`src/rtl/pc_fetch_unit.sv`:
```
// Instruction-fetch stage: owns the program counter, addresses the instruction
// ROM and registers the returned word toward decode with a valid/ready handshake.
// Redirects reload the PC and drop the held word; a halt request parks the
// stage until the next redirect.
module pc_fetch_unit #(
  parameter int unsigned                ADDRESS_WIDTH = 8,
  parameter int unsigned                DATAOUT_WIDTH = 32,
  parameter logic [ADDRESS_WIDTH-1:0]   RESET_PC      = '0
) (
  input  logic                     clk,
  input  logic                     rst_n,
  output logic [ADDRESS_WIDTH-1:0] A,
  input  logic [DATAOUT_WIDTH-1:0] RD,
  input  logic                     redirect,
  input  logic [ADDRESS_WIDTH-1:0] redirect_target,
  input  logic                     halt_req,
  output logic [DATAOUT_WIDTH-1:0] instr_out,
  output logic [ADDRESS_WIDTH-1:0] pc_out,
  output logic [ADDRESS_WIDTH-1:0] pc_plus4_out,
  output logic                     valid_out,
  input  logic                     ready_in,
  output logic                     halted,
  output logic [15:0]              fetch_count
);

  typedef enum logic [1:0] {
    BOOT = 2'd0,
    RUN  = 2'd1,
    HALT = 2'd2
  } state_e;

  state_e                   state_q, state_d;

  logic [ADDRESS_WIDTH-1:0] pc_q, pc_d;
  logic [DATAOUT_WIDTH-1:0] instr_q, instr_d;
  logic [ADDRESS_WIDTH-1:0] pcOut_q, pcOut_d;
  logic [ADDRESS_WIDTH-1:0] pcPlus4_q, pcPlus4_d;
  logic                     valid_q, valid_d;
  logic [15:0]              count_q, count_d;

  logic                     fetchEn;
  logic                     acceptEn;
  logic [ADDRESS_WIDTH-1:0] redirectAligned;
  logic [ADDRESS_WIDTH-1:0] pcNext;

  // Redirect targets are word aligned by clearing the two low address bits.
  assign redirectAligned = redirect_target & ~ADDRESS_WIDTH'(3);
  assign pcNext          = pc_q + ADDRESS_WIDTH'(4);

  // ROM address comes straight from the PC register, so no input reaches A combinationally.
  assign A            = pc_q;
  assign instr_out    = instr_q;
  assign pc_out       = pcOut_q;
  assign pc_plus4_out = pcPlus4_q;
  assign valid_out    = valid_q;
  assign fetch_count  = count_q;

  // FSM state register.
  always_ff @(posedge clk) begin
    if (!rst_n) begin
      state_q <= BOOT;
    end else begin
      state_q <= state_d;
    end
  end

  // FSM next state: BOOT lasts one cycle, redirect beats halt_req and revives HALT.
  always_comb begin
    state_d = state_q;
    unique case (state_q)
      BOOT:    state_d = RUN;
      RUN:     if (!redirect && halt_req) state_d = HALT;
      HALT:    if (redirect) state_d = RUN;
      default: state_d = BOOT;
    endcase
  end

  // FSM outputs: fetch when running and the output slot is empty or being drained.
  always_comb begin
    fetchEn  = (state_q == RUN) && (!valid_q || ready_in) && !redirect;
    acceptEn = valid_q && ready_in;
    halted   = (state_q == HALT);
  end

  // Datapath next state: redirect, then fetch, then drain; count every accepted word.
  always_comb begin
    pc_d      = pc_q;
    instr_d   = instr_q;
    pcOut_d   = pcOut_q;
    pcPlus4_d = pcPlus4_q;
    valid_d   = valid_q;
    count_d   = count_q;

    if (redirect) begin
      pc_d    = redirectAligned;
      valid_d = 1'b0;
    end else if (fetchEn) begin
      instr_d   = RD;
      pcOut_d   = pc_q;
      pcPlus4_d = pcNext;
      valid_d   = 1'b1;
      pc_d      = pcNext;
    end else if (acceptEn) begin
      valid_d = 1'b0;
    end

    if (acceptEn && (count_q != 16'hFFFF)) begin
      count_d = count_q + 16'd1;
    end
  end

  // Datapath registers with synchronous active-low reset.
  always_ff @(posedge clk) begin
    if (!rst_n) begin
      pc_q      <= RESET_PC;
      instr_q   <= '0;
      pcOut_q   <= '0;
      pcPlus4_q <= '0;
      valid_q   <= 1'b0;
      count_q   <= '0;
    end else begin
      pc_q      <= pc_d;
      instr_q   <= instr_d;
      pcOut_q   <= pcOut_d;
      pcPlus4_q <= pcPlus4_d;
      valid_q   <= valid_d;
      count_q   <= count_d;
    end
  end

endmodule

```
`config.mk`:
```
export PLATFORM = sky130hd
export DESIGN_NAME = pc_fetch_unit
export DESIGN_NICKNAME = d
export VERILOG_FILES = /design/src/rtl/pc_fetch_unit.sv
export SDC_FILE = /design/constraint.sdc
export NUM_CORES = 1
export LEC_CHECK = 0
export CAP_MARGIN = 30
export CORE_AREA = 2 2 79 81
export CTS_CLUSTER_DIAMETER = 150
export DETAILED_ROUTE_END_ITERATION = 6
export DIE_AREA = 0 0 81 83
export DONT_BUFFER_PORTS = 1
export GPL_ROUTABILITY_DRIVEN = 0
export GPL_TIMING_DRIVEN = 0
export PLACE_DENSITY = 0.72
export SLEW_MARGIN = 0
export SYNTH_ARGS = -nofsm -noshare
export SYNTH_HDL_FRONTEND = slang
export SYNTH_SLANG_ARGS = --single-unit
```
`constraint.sdc`:
```
create_clock -name clk -period 2.3 [get_ports clk]
set_clock_uncertainty 0.1 [all_clocks]
set_input_delay 0.46 -clock clk [delete_from_list [all_inputs] [get_ports clk]]
set_output_delay 0.46 -clock clk [all_outputs]
set_load 0.05 [all_outputs]
```
==> results by group <==
Status
  • Status: finished, final reports clean

Timing
  • Total negative slack: 0 ns
  • Final Max Tran Viols: 0
  • Tcrit/Tclk final: 0.965
  • RSZ-0062 raised after global routing: no
  • Least-Margin Pin Slew: 0.974 ns
  • Setup Viol. Count Final: 0
  • Final hold vios: 0
  • Minimum clock period: 2.22 ns
  • Slew headroom: 0.349
  • Fmax: between 400 and 500 MHz

Logic synthesis
  • Seq/Total Area, Yosys: 0.480
  • Fraction of registers with async set/reset: 0
  • Post-Synthesis Cells: 344
  • Library cells used by synthesis: 40
  • Most numerous cell in the Yosys netlist: nand2_1
  • Primary FF master, synth: dfxtp_1
  • FF+latch count, synth: 69
  • Synth area leader: dfxtp_1
  • Top post-synthesis cells by area: dfxtp_1 48%, nand2_1 11%, a21oi_1 8.3%
  • Cell Area, Synth: ~2900 µm²
  • Synth cell count leaders: 88 x nand2_1, 69 x dfxtp_1, 48 x a21oi_1
  • Synth top area share: 0.480
  • Post-synth EDFFs: 0
  • Yosys warns: 0
  • Syn Area/Cell: between 8 and 9 µm²

Worst setup path
  • Critical path startpoint category: flop
  • Delay-heaviest family, CP: flip-flops
  • WP data required: 2.41 ns
  • Buf/Inv on CP: 2
  • Critical Path Max Stage Delay: ~0.74 ns
  • Crit-path max FO: 10
  • CP max stage cell: dfxtp_1
  • Critical-path cell list: nand4_2 > o41ai_4 > buf_6 > buf_12 > mux2i_1 > nor2_1
  • Endpoint class of the critical path: flop
  • CP arrival: 2.33 ns
  • CP Class: flop to flop

CTS
  • # clock sinks: between 60 and 70
  • Worst-Skew Late Latency: 0.33 ns
  • Post-CTS setup buffers: 0
  • TritonCTS clock tree: done
  • Bufs on Longest Clock Path: 2
  • CTS buffer count: 9
  • Clk root buf: clkbuf_8
  • Clk slew on worst S/H paths: 0.08 ns
  • H-tree depth: 3

Die
  • Die H: 83 µm
  • Die area: between 6000 and 7000 µm²
  • Die Width: about 81 µm
  • Area of the core: 5820 µm²
  • Initial Util: 0.495
  • # IOs: ~120
  • # rows: 28

Job
  • Maxcap violations: 0

Power
  • Leak pwr: ~0.0011 µW
  • Pwr Total: 2730 µW
  • PD cells: approximately 850 nW/µm²
  • Peak VDD IR: 0.000462 V

Route
  • Total number of vias: between 2k and 2.5k
  • DRC errors left: 0
  • First-pass DRT Iterations: 5
  • Initial DRC Count: 86
  • Wire per inst: 15.6 µm
  • Routed Antenna Nets: 0
  • Via density: between 5 and 6
  • WL final: 6850 µm

Placed design
  • Post-DP HPWL: 5030 µm
  • Port buffer count: 0

GRT
  • Vias in the first global route: approximately 2.3k
  • Initial antenna violation count: 0
  • First-pass GRT wire length: 11,000 µm
  • Total global routing track utilization: 0.211
  • Total gr overflow: 0
  • Largest net degree at the start of global routing: 12

Cells and area
  • Synthesis-to-finish area growth: 11.9%
  • Share of layout cells above drive strength 1: 0.157
  • Nets: 407
  • Area of the multi-input gates: 1350 µm²
  • Filler Cells Inserted: 566
  • Ant diodes: 0
  • Fin util: 0.554
  • Register area: 1400 µm²

Hold path
  • HP Class: input pin to flop
## logic make-up (layout without fill, tap and decap cells)
| logic type | count (synthesis) | after routing | share of synthesized area |
|---|---|---|---|
| simple gates | 148 | 148 | 0.240 |
| compound gates | 83 | 83 | 0.174 |
| flops | 69 | 69 | 0.480 |
| buf+inv | 29 | 44 | 0.0595 |
| xor+xnor | 11 | 11 | 0.0334 |
| fa+ha+maj | 2 | 2 | 0.00869 |
| other cells | 1 | 6 | 0.00130 |
| mux | 1 | 1 | 0.00348 |
## path summary, 6_finish.rpt
path	start	to	slack, ns	depth (start not counted)
hold reg to reg	state_q[1]$_SDFFE_PN0P_	state_q[0]$_SDFFE_PN0P_	0.48	2
hold / removal	RD[11]	instr_out[11]$_SDFFE_PN0P_	0.15	2
setup / recovery	fetch_count[13]$_SDFFE_PN0P_	fetch_count[1]$_SDFFE_PN0P_	0.08	6
setup reg to reg	fetch_count[13]$_SDFFE_PN0P_	fetch_count[1]$_SDFFE_PN0P_	0.08	6
## area by class of cell
cell class | instances | area share
multi-input cells | 251 | 0.418
flip-flops and latches | 69 | 0.434
clock buffers | 11 | 0.0438
well taps | 75 | 0.0291
plain buffers | 26 | 0.0497
clock inverters | 4 | 0.0225
inverters | 3 | 0.00349
## report_power, final
group / total (µW) / internal, µW / switching, µW
Combinational: 199 / 68.4 / 131
Sequential: 1460 / 1240 / 213
Clock: 1080 / 633 / 443
Total: 2730 / 1940 / 787
## metal layers
| layer | GRT usage | up-vias | wire (µm) |
|---|---|---|---|
| li1 | - | 1197 | - |
| met1 | 0.238 | 1122 | 2770 |
| met2 | 0.350 | 90 | 3320 |
| met3 | 0.0728 | 17 | 571 |
| met4 | 0.100 | 0 | 187 |
| met5 | 0 | - | 0 |
## worst reg2reg max path: cells and delay by family, from the launching register on
kind,cells,cell delay [ns]
DFF,1,0.74
AOI/OAI and AO/OA,1,0.45
buffers and inverters,2,0.34
and+or+nand+nor,2,0.30
muxes,1,0.17
## placed cells by master (no fill, tap or decap), drive strengths merged, types with 2 or more instances in the layout
| cell type | count |
|---|---|
| nand2 | 88 |
| dfxtp | 69 |
| a21oi | 55 |
| clkbuf | 22 |
| nor2 | 17 |
| buf | 14 |
| o21ai | 13 |
| or3 | 10 |
| a211oi | 8 |
| nand3 | 7 |
| xnor2 | 7 |
| conb | 6 |
| nand4 | 6 |
| and3 | 4 |
| o31ai | 4 |
| or4 | 4 |
| xor2 | 4 |
| nor2b | 3 |
| inv | 3 |
| nor3 | 3 |
| and2 | 2 |
| ha | 2 |
| bufinv | 2 |
## sequential cells by signal, indices dropped and copies added (netlist names)
register,count
state_q,2
valid_out,1
pc_out,6
instr_out,32
A,6
fetch_count,16
pc_plus4_out,6
## timing repair
item / 4_1_cts / 5_1_grt
hold buffers: 0 / 0
gates resized for setup: 2 / 10
setup endpoints to repair: 10 / 20
endpoints found under the hold margin: 0 / 0
pin swaps: 0 / 0
## through the flow
stage          area [µm²]  hold WS, ns  instances  setup slack (ns)
2_1_floorplan        2900        0.414        349            0.0774
3_3_place_gp         2990        0.435        424            -0.124
3_5_place_dp         2990        0.460        424            -0.146
4_1_cts              3210        0.137        439            0.0138
5_1_grt              3220        0.139        439           0.00242
6_report             3220        0.146        439            0.0794
Note: power is estimated with default switching activity, not from simulation.
